--- config.mk ---
export PLATFORM = sky130hd
export DESIGN_NAME = i2c_target
export DESIGN_NICKNAME = d
export VERILOG_FILES = /design/src/rtl/i2c_target.sv
export SDC_FILE = /design/constraint.sdc
export NUM_CORES = 1
export LEC_CHECK = 0
export ABC_AREA = 1
export CAP_MARGIN = 20
export CORE_UTILIZATION = 60
export DETAILED_ROUTE_END_ITERATION = 8
export PLACE_DENSITY = 0.84
export RECOVER_POWER = 50
export REMOVE_ABC_BUFFERS = 1
export SLEW_MARGIN = 20
export SYNTH_ARGS = -nofsm -noshare
export SYNTH_HDL_FRONTEND = slang
export SYNTH_SLANG_ARGS = --single-unit
--- constraint.sdc ---
create_clock -name clk -period 3.7 [get_ports clk]
set_input_delay 0.74 -clock clk [delete_from_list [all_inputs] [get_ports clk]]
set_output_delay 0.74 -clock clk [all_outputs]
set_load 0.02 [all_outputs]
--- src/rtl/i2c_target.sv ---
// -----------------------------------------------------------------------------
// i2c_target
//   I2C target exposing four 8-bit registers over a single-clock design.
//   The first byte of a write transfer sets the register pointer. Later write
//   bytes go to reg[ptr]. Read transfers return reg[ptr] onward. After every
//   byte the pointer increments modulo 4. The pointer is kept between
//   transfers, so a pointer write followed by a repeated START and a read
//   returns data from that pointer.
//
// Parameters
//   ADDR7        7-bit bus address this target answers to.
//   RESET_VALUE  reset contents {reg3,reg2,reg1,reg0}.
//
// Ports
//   clk        system clock; must run at 16x SCL or faster.
//   nreset     asynchronous active-low reset.
//   scl_in     raw SCL level; asynchronous to clk.
//   sda_in     raw SDA level; asynchronous to clk.
//   sda_oe     1 = pull SDA low, 0 = release (open-drain).
//   regs       {reg3,reg2,reg1,reg0}.
//   wr_strobe  one-clk pulse for each register byte written from the bus.
//   wr_index   index of the written register; valid with wr_strobe.
//   busy       high while the target takes part in a transfer.
//
// Build option
//   I2C_TARGET_GLITCH_FILTER_EN: when defined, the synchronized SCL and SDA
//   go through a 3-sample majority filter. The filter adds 2 clk of latency
//   and rejects pulses of 1 clk or less.
// -----------------------------------------------------------------------------
module i2c_target #(
  parameter logic [6:0]  ADDR7       = 7'h50,
  parameter logic [31:0] RESET_VALUE = 32'h0000_0000
) (
  input  logic        clk,
  input  logic        nreset,
  input  logic        scl_in,
  input  logic        sda_in,
  output logic        sda_oe,
  output logic [31:0] regs,
  output logic        wr_strobe,
  output logic [1:0]  wr_index,
  output logic        busy
);

  localparam logic [3:0] ST_IDLE      = 4'd0;
  localparam logic [3:0] ST_ADDR      = 4'd1;
  localparam logic [3:0] ST_ADDR_ACK  = 4'd2;
  localparam logic [3:0] ST_PTR       = 4'd3;
  localparam logic [3:0] ST_PTR_ACK   = 4'd4;
  localparam logic [3:0] ST_WDATA     = 4'd5;
  localparam logic [3:0] ST_WDATA_ACK = 4'd6;
  localparam logic [3:0] ST_RDATA     = 4'd7;
  localparam logic [3:0] ST_RDATA_ACK = 4'd8;
  localparam logic [3:0] ST_WAIT      = 4'd9;

  // Synchronizers and bus-level edge detection
  logic r_scl_s1, r_scl_s2, r_sda_s1, r_sda_s2;
  logic r_scl_d, r_sda_d;
  logic w_scl, w_sda;
  logic w_scl_rise, w_scl_fall, w_start, w_stop;

  // Protocol state
  logic [3:0]  r_state;
  logic [2:0]  r_bit_cnt;
  logic [7:0]  r_shift;
  logic [1:0]  r_ptr;
  logic        r_rw;
  logic        r_ack_ph;
  logic        r_sda_oe;
  logic [31:0] r_regs;
  logic        r_wr_strobe;
  logic [1:0]  r_wr_index;
  logic        r_busy;

  // Next-state values
  logic [3:0]  w_state_nxt;
  logic [2:0]  w_cnt_nxt;
  logic [7:0]  w_shift_nxt;
  logic [1:0]  w_ptr_nxt;
  logic        w_rw_nxt;
  logic        w_ack_ph_nxt;
  logic        w_oe_nxt;
  logic [31:0] w_regs_nxt;
  logic        w_wr_stb_nxt;
  logic [1:0]  w_wr_idx_nxt;
  logic        w_busy_nxt;

  logic [7:0]  w_byte;
  logic [7:0]  w_rd_byte;
  logic        w_tx_bit;

  // Two-flop synchronizers; idle-high so reset never looks like bus activity
  always_ff @(posedge clk or negedge nreset) begin
    if (!nreset) begin
      r_scl_s1 <= 1'b1;
      r_scl_s2 <= 1'b1;
      r_sda_s1 <= 1'b1;
      r_sda_s2 <= 1'b1;
    end else begin
      r_scl_s1 <= scl_in;
      r_scl_s2 <= r_scl_s1;
      r_sda_s1 <= sda_in;
      r_sda_s2 <= r_sda_s1;
    end
  end

`ifdef I2C_TARGET_GLITCH_FILTER_EN
  logic [2:0] r_scl_hist, r_sda_hist;

  function automatic logic maj3(input logic [2:0] v);
    maj3 = (v[0] & v[1]) | (v[0] & v[2]) | (v[1] & v[2]);
  endfunction

  // Three-sample history feeding the majority vote
  always_ff @(posedge clk or negedge nreset) begin
    if (!nreset) begin
      r_scl_hist <= 3'b111;
      r_sda_hist <= 3'b111;
    end else begin
      r_scl_hist <= {r_scl_hist[1:0], r_scl_s2};
      r_sda_hist <= {r_sda_hist[1:0], r_sda_s2};
    end
  end

  assign w_scl = maj3(r_scl_hist);
  assign w_sda = maj3(r_sda_hist);
`else
  assign w_scl = r_scl_s2;
  assign w_sda = r_sda_s2;
`endif

  // Previous line levels used for edge and START/STOP detection
  always_ff @(posedge clk or negedge nreset) begin
    if (!nreset) begin
      r_scl_d <= 1'b1;
      r_sda_d <= 1'b1;
    end else begin
      r_scl_d <= w_scl;
      r_sda_d <= w_sda;
    end
  end

  assign w_scl_rise = w_scl & ~r_scl_d;
  assign w_scl_fall = ~w_scl & r_scl_d;
  // An SDA transition while SCL stays high is a bus condition, not data
  assign w_start    = w_scl & r_scl_d & r_sda_d & ~w_sda;
  assign w_stop     = w_scl & r_scl_d & ~r_sda_d & w_sda;

  assign w_byte    = {r_shift[6:0], w_sda};
  assign w_rd_byte = r_regs[{r_ptr, 3'b000} +: 8];
  // During a read r_shift is loaded once; the bit counter picks the bit to send
  assign w_tx_bit  = r_shift[3'd7 - r_bit_cnt];

  // Next-state decode; START/STOP override any SCL edge in the same clk
  always_comb begin
    w_state_nxt  = r_state;
    w_cnt_nxt    = r_bit_cnt;
    w_shift_nxt  = r_shift;
    w_ptr_nxt    = r_ptr;
    w_rw_nxt     = r_rw;
    w_ack_ph_nxt = r_ack_ph;
    w_oe_nxt     = r_sda_oe;
    w_regs_nxt   = r_regs;
    w_wr_stb_nxt = 1'b0;
    w_wr_idx_nxt = r_wr_index;

    if (w_start) begin
      w_state_nxt  = ST_ADDR;
      w_cnt_nxt    = 3'd0;
      w_oe_nxt     = 1'b0;
      w_ack_ph_nxt = 1'b0;
    end else if (w_stop) begin
      w_state_nxt  = ST_IDLE;
      w_cnt_nxt    = 3'd0;
      w_oe_nxt     = 1'b0;
      w_ack_ph_nxt = 1'b0;
    end else begin
      case (r_state)
        ST_IDLE: begin
          w_state_nxt = ST_IDLE;
        end
        ST_WAIT: begin
          w_state_nxt = ST_WAIT;
        end
        ST_ADDR: begin
          if (w_scl_rise) begin
            w_shift_nxt = w_byte;
            w_cnt_nxt   = r_bit_cnt + 3'd1;
            if (r_bit_cnt == 3'd7) begin
              if (w_byte[7:1] == ADDR7) begin
                w_state_nxt = ST_ADDR_ACK;
                w_rw_nxt    = w_byte[0];
              end else begin
                w_state_nxt = ST_WAIT;
                w_oe_nxt    = 1'b0;
              end
            end else begin
              w_state_nxt = ST_ADDR;
            end
          end else begin
            w_state_nxt = ST_ADDR;
          end
        end
        ST_PTR: begin
          if (w_scl_rise) begin
            w_shift_nxt = w_byte;
            w_cnt_nxt   = r_bit_cnt + 3'd1;
            if (r_bit_cnt == 3'd7) begin
              w_ptr_nxt   = w_byte[1:0];
              w_state_nxt = ST_PTR_ACK;
            end else begin
              w_state_nxt = ST_PTR;
            end
          end else begin
            w_state_nxt = ST_PTR;
          end
        end
        ST_WDATA: begin
          if (w_scl_rise) begin
            w_shift_nxt = w_byte;
            w_cnt_nxt   = r_bit_cnt + 3'd1;
            if (r_bit_cnt == 3'd7) begin
              w_regs_nxt[{r_ptr, 3'b000} +: 8] = w_byte;
              w_wr_stb_nxt = 1'b1;
              w_wr_idx_nxt = r_ptr;
              w_ptr_nxt    = r_ptr + 2'd1;
              w_state_nxt  = ST_WDATA_ACK;
            end else begin
              w_state_nxt = ST_WDATA;
            end
          end else begin
            w_state_nxt = ST_WDATA;
          end
        end
        // First SCL fall starts the ACK bit; second fall ends it
        ST_ADDR_ACK, ST_PTR_ACK, ST_WDATA_ACK: begin
          if (w_scl_fall) begin
            if (!r_ack_ph) begin
              w_oe_nxt     = 1'b1;
              w_ack_ph_nxt = 1'b1;
            end else begin
              w_ack_ph_nxt = 1'b0;
              w_oe_nxt     = 1'b0;
              w_cnt_nxt    = 3'd0;
              if ((r_state == ST_ADDR_ACK) && r_rw) begin
                // Read: the fall that ends the ACK also presents data bit 7
                w_state_nxt = ST_RDATA;
                w_shift_nxt = w_rd_byte;
                w_oe_nxt    = ~w_rd_byte[7];
              end else if (r_state == ST_ADDR_ACK) begin
                w_state_nxt = ST_PTR;
              end else begin
                w_state_nxt = ST_WDATA;
              end
            end
          end else begin
            w_state_nxt = r_state;
          end
        end
        ST_RDATA: begin
          if (w_scl_rise) begin
            w_cnt_nxt = r_bit_cnt + 3'd1;
            if (r_bit_cnt == 3'd7) begin
              w_state_nxt  = ST_RDATA_ACK;
              w_ptr_nxt    = r_ptr + 2'd1;
              w_ack_ph_nxt = 1'b0;
            end else begin
              w_state_nxt = ST_RDATA;
            end
          end else if (w_scl_fall) begin
            w_oe_nxt = ~w_tx_bit;
          end else begin
            w_state_nxt = ST_RDATA;
          end
        end
        // r_ack_ph here means the controller ACKed and another byte follows
        ST_RDATA_ACK: begin
          if (w_scl_rise) begin
            if (!r_ack_ph) begin
              if (!w_sda) begin
                w_ack_ph_nxt = 1'b1;
              end else begin
                w_state_nxt = ST_WAIT;
                w_oe_nxt    = 1'b0;
              end
            end else begin
              w_state_nxt = ST_RDATA_ACK;
            end
          end else if (w_scl_fall) begin
            if (r_ack_ph) begin
              w_state_nxt  = ST_RDATA;
              w_ack_ph_nxt = 1'b0;
              w_cnt_nxt    = 3'd0;
              w_shift_nxt  = w_rd_byte;
              w_oe_nxt     = ~w_rd_byte[7];
            end else begin
              w_oe_nxt = 1'b0;
            end
          end else begin
            w_state_nxt = ST_RDATA_ACK;
          end
        end
        default: begin
          w_state_nxt = ST_IDLE;
          w_oe_nxt    = 1'b0;
        end
      endcase
    end

    w_busy_nxt = (w_state_nxt != ST_IDLE) && (w_state_nxt != ST_WAIT);
  end

  // Protocol and output registers
  always_ff @(posedge clk or negedge nreset) begin
    if (!nreset) begin
      r_state     <= ST_IDLE;
      r_bit_cnt   <= 3'd0;
      r_shift     <= 8'h00;
      r_ptr       <= 2'd0;
      r_rw        <= 1'b0;
      r_ack_ph    <= 1'b0;
      r_sda_oe    <= 1'b0;
      r_regs      <= RESET_VALUE;
      r_wr_strobe <= 1'b0;
      r_wr_index  <= 2'd0;
      r_busy      <= 1'b0;
    end else begin
      r_state     <= w_state_nxt;
      r_bit_cnt   <= w_cnt_nxt;
      r_shift     <= w_shift_nxt;
      r_ptr       <= w_ptr_nxt;
      r_rw        <= w_rw_nxt;
      r_ack_ph    <= w_ack_ph_nxt;
      r_sda_oe    <= w_oe_nxt;
      r_regs      <= w_regs_nxt;
      r_wr_strobe <= w_wr_stb_nxt;
      r_wr_index  <= w_wr_idx_nxt;
      r_busy      <= w_busy_nxt;
    end
  end

  assign sda_oe    = r_sda_oe;
  assign regs      = r_regs;
  assign wr_strobe = r_wr_strobe;
  assign wr_index  = r_wr_index;
  assign busy      = r_busy;

endmodule
==> results.rst <==
.. list-table::
   :header-rows: 1

   * - Metric
     - Value
   * - Worst path cell trace
     - inv_2, nand3_4, nand2_1, nor2_1, nand3_1, nor2_8, nor2_1, a21oi_1
   * - Max Transition Viols Final
     - 41
   * - Sequential element share of the synthesized area
     - 41.1%
   * - Count of cells along the worst register-to-register path
     - 8
   * - Detailed-routing iteration count for the pre-antenna-repair pass
     - 6
   * - Number of port buffers
     - 40
   * - Hold Crit Depth
     - 0
   * - Number of library cell types mapped by synthesis
     - 32
   * - Initial antenna violation count
     - 0
   * - Worst-case clock buffer depth
     - 2
   * - Critical Path Most Common Cell
     - sky130_fd_sc_hd__nor2_1
   * - Area share of the largest cell type after synthesis
     - 36.9%
   * - Total via count in the routed design
     - 3703
   * - Number of H-tree branching levels
     - 3
   * - Kind of critical path
     - register to register
   * - Critical register-to-register path endpoint
     - regs[3]$_DFFE_PN0P_
   * - # nets final
     - 572
   * - TritonCTS clock tree
     - yes
   * - Count of mapped cells out of synthesis
     - 520
   * - Slew HR
     - -46.9%
   * - Sink of the worst hold path
     - r_sda_s2$_DFF_PN1_
   * - Final WL
     - 10400 um
   * - Data arrival at the endpoint of the critical path
     - 3.46 ns
   * - Total clock buffers created by CTS
     - 9
   * - Post-CTS setup repair buffer count
     - 0
   * - Minimum clock period after layout
     - 3.19 ns
   * - Final Cycle Share
     - 86.1%
   * - Pin count of the biggest net entering global routing
     - 41
   * - Sequential power share
     - 48.3%
   * - Post-synthesis register bit count
     - 62
   * - Pin slew with the least headroom to its limit
     - 2.20 ns
   * - Clock tree root buffer cell
     - sky130_fd_sc_hd__clkbuf_8
   * - Worst-skew pair later-pin latency
     - 0.35 ns
   * - Avg Cell Area, Syn
     - 7.30 um^2
   * - Most frequent cells in the layout
     - sky130_fd_sc_hd__nand2_1 (169), sky130_fd_sc_hd__nor2_1 (74), sky130_fd_sc_hd__dfrtp_1 (56), sky130_fd_sc_hd__o21ai_0 (41), sky130_fd_sc_hd__nand3_1 (40)
   * - Cell types occupying the most area after synthesis
     - sky130_fd_sc_hd__dfrtp_1 (37%), sky130_fd_sc_hd__nand2_1 (17%), sky130_fd_sc_hd__nor2_1 (7.2%), sky130_fd_sc_hd__o21ai_0 (5.4%), sky130_fd_sc_hd__nand3_1 (5.1%)
   * - Final routed wire length divided by cell count
     - 16.3 um
   * - Setup clock skew after layout
     - 0.0101 ns
   * - Reg clk slew, reported paths
     - 0.07 ns
   * - Number of rows in the core area
     - 28
   * - Biggest area consumer among synthesized cells
     - sky130_fd_sc_hd__dfrtp_1
   * - Clock sink total
     - 62
   * - Fin Hold WS
     - 0.364 ns
   * - Number of nets still failing antenna checks after routing
     - 0
   * - Maxcap violations
     - 1
   * - Die Area
     - 0.00664 mm^2
   * - Die boundary width
     - 81.5 um
   * - Slowest stage cell, crit path
     - sky130_fd_sc_hd__nand3_1
   * - Number of top-level pins
     - 41
   * - Warnings from Yosys
     - 0
   * - Total of cells resized after clock tree synthesis
     - 0
   * - Violated checks
     - max-capacitance violations, max-slew violations
   * - Class of the tightest hold or removal check
     - register to register
   * - Initial DRC Count
     - 467
   * - Final routed DRC violation total
     - 0
   * - Sort of element at the end of the critical path
     - register
   * - First-pass GRT wire length
     - 16600 um
   * - Gr ovfl total
     - 0
   * - Final antenna diode count
     - 0
   * - Critical register-to-register path startpoint
     - r_sda_s2$_DFF_PN1_
   * - Setup repair after global routing missed its margin
     - no
   * - Share of post-route cells with drive strength above 1
     - 8.17%
   * - Core footprint
     - 0.00603 mm^2
   * - Most frequent standard cell in the layout excluding fill and tap cells
     - sky130_fd_sc_hd__nand2_1
   * - Via density per instance
     - 5.80
   * - Via count of the first global-routing pass
     - 3432
   * - Net switching power of the design
     - 0.613 mW
   * - Worst EP required
     - 3.97 ns
   * - Mapped Area
     - 0.00379 mm^2
   * - FILL cells
     - 499
   * - Startpoint of the most critical hold path
     - r_sda_s1$_DFF_PN1_
   * - HPWL after detailed placement
     - 7540 um
   * - Maximum resistive drop on vdd
     - 0.000546 V
   * - Switching part of the total power
     - 34.5%
   * - Combinational share of power
     - 18.4%
   * - Startpoint types
     - register
   * - Worst Path Max Fanout
     - 16
   * - Upper clock frequency limit
     - 314 MHz
   * - Power Internal
     - 1.16 mW
   * - Worst stage delay on the critical path
     - 0.86 ns
   * - Count of hold-fix buffers inserted at cts
     - 0
   * - P per Cell Area
     - 409 mW/mm^2
   * - Setup-violating endpoint count in the final report
     - 0
   * - DIE HEIGHT
     - 81.5 um
   * - Register-to-Register Setup Slack
     - 0.51 ns
   * - Worst path buffer plus inverter count
     - 1
   * - Total Routing Usage GR
     - 33.6%
   * - Final sum of negative setup slack
     - 0 ns
   * - Initial core utilization
     - 63.0%
   * - Final GP Congestion
     - 0.933
   * - Largest delay share family, worst path
     - simple AND/OR/NAND/NOR gates
   * - P&R area growth vs syn
     - 14.5%
   * - Count of endpoints failing hold in the final timing report
     - 0
   * - Outcome
     - complete, but fails checks
   * - Share of total power in the clock network
     - 33.3%
   * - Leakage power summed over all cells
     - 2.24 nW
==> synth_stat cells <==
master                     count
sky130_fd_sc_hd__nor2_8        4
sky130_fd_sc_hd__inv_2         3
sky130_fd_sc_hd__nand4_1       2
sky130_fd_sc_hd__a21oi_2       6
sky130_fd_sc_hd__nor2_2        2
sky130_fd_sc_hd__dfstp_2       6
sky130_fd_sc_hd__nor2_4        5
sky130_fd_sc_hd__a211oi_1      2
sky130_fd_sc_hd__o21ai_1       3
sky130_fd_sc_hd__nor3_1        2
sky130_fd_sc_hd__buf_2         5
sky130_fd_sc_hd__nor3_4        1
sky130_fd_sc_hd__buf_1         1
sky130_fd_sc_hd__inv_4         2
sky130_fd_sc_hd__clkinv_1      2
sky130_fd_sc_hd__dfrtp_1      56
sky130_fd_sc_hd__o22ai_1       7
sky130_fd_sc_hd__nor3b_1       1
sky130_fd_sc_hd__nand2_1     168
sky130_fd_sc_hd__o21ai_0      41
sky130_fd_sc_hd__inv_1        37
sky130_fd_sc_hd__nor2_1       73
sky130_fd_sc_hd__nand2_4       2
sky130_fd_sc_hd__nand3_4       2
sky130_fd_sc_hd__clkbuf_1      4
sky130_fd_sc_hd__a21oi_1      28
sky130_fd_sc_hd__buf_4         1
sky130_fd_sc_hd__nand3_1      39
sky130_fd_sc_hd__buf_6         1
sky130_fd_sc_hd__buf_8         3
sky130_fd_sc_hd__o211ai_1      1
sky130_fd_sc_hd__ha_1         10
==> state kept, by name (all words and copies together) (netlist names) <==
signal and flops:
r_sda_s2 1, r_scl_s1 1, r_scl_d 1, regs 32, r_bit_cnt 3, wr_strobe 1
r_rw 1, r_scl_s2 1, r_ack_ph 1, r_shift 8, r_state 4, r_sda_s1 1
busy 1, r_ptr 2, r_sda_d 1, wr_index 2, sda_oe 1
==> how the worst max path moves through the flow <==
stage | from | endpoint | slack [ns] | depth (start not counted)
2_1_floorplan | r_ptr[0]$_DFFE_PN0P_ | regs[6]$_DFFE_PN0P_ | 1.15 | 5
3_3_place_gp | r_ptr[0]$_DFFE_PN0P_ | regs[6]$_DFFE_PN0P_ | 1.03 | 6
3_5_place_dp | r_ptr[0]$_DFFE_PN0P_ | regs[6]$_DFFE_PN0P_ | 0.88 | 6
4_1_cts | r_ptr[0]$_DFFE_PN0P_ | regs[18]$_DFFE_PN0P_ | 0.81 | 7
5_1_grt | r_sda_s2$_DFF_PN1_ | regs[13]$_DFFE_PN0P_ | 0.27 | 8
6_report | r_sda_s2$_DFF_PN1_ | regs[3]$_DFFE_PN0P_ | 0.51 | 8
==> layout make-up <==
type	count	area, um^2	share of cell area [%]
sequential	62	1560	35.9
multi-input combinational	399	1930	44.3
clock inverter	6	61.3	1.41
tap	75	93.8	2.16
timing repair buffer	42	407	9.36
inverter	44	170	3.92
clock buffer	10	128	2.94
==> cells by family (layout without fill, tap and decap cells) <==
group / after synthesis / in the layout / share of synthesized area [%]
simple gates: 301 / 301 / 35.7
compound gates: 88 / 88 / 12.6
flops: 62 / 62 / 41.1
buf+inv: 59 / 102 / 7.32
fa+ha+maj: 10 / 10 / 3.30
==> power groups by stage <==
stage / clock (mW) / sequential (mW) / combinational (mW)
4_1_cts: 0.590 / 0.855 / 0.329
2_1_floorplan: 0 / 0.836 / 0.226
3_5_place_dp: 0 / 0.865 / 0.323
5_1_grt: 0.621 / 0.862 / 0.367
6_report: 0.592 / 0.858 / 0.327
3_3_place_gp: 0 / 0.862 / 0.308
==> per-stage QoR <==
stage / worst slack (ns) / std cells / power [mW] / util [%] / instance area, um^2
after global routing: 0.273 / 638 / 1.85 / 72.1 / 4340
after CTS: 0.805 / 638 / 1.77 / 72.7 / 4380
final: 0.513 / 638 / 1.78 / 72.1 / 4340
after floorplan: 1.15 / 505 / 1.06 / - / 3690
after global placement: 1.03 / 622 / 1.17 / 69.5 / 4190
after detailed placement: 0.882 / 622 / 1.19 / 69.5 / 4190
==> metal layers <==
layer  share of wire, %  wire, um  up-vias  GRT usage, %
li1                   -         -     1748             -
met5                  0         0        -             0
met2                 45      4700      193          51.1
met1                 44      4610     1737          47.8
met4                1.9       194        0          11.4
met3                8.7       910       25          6.11
Note: power is estimated with default switching activity, not from simulation.
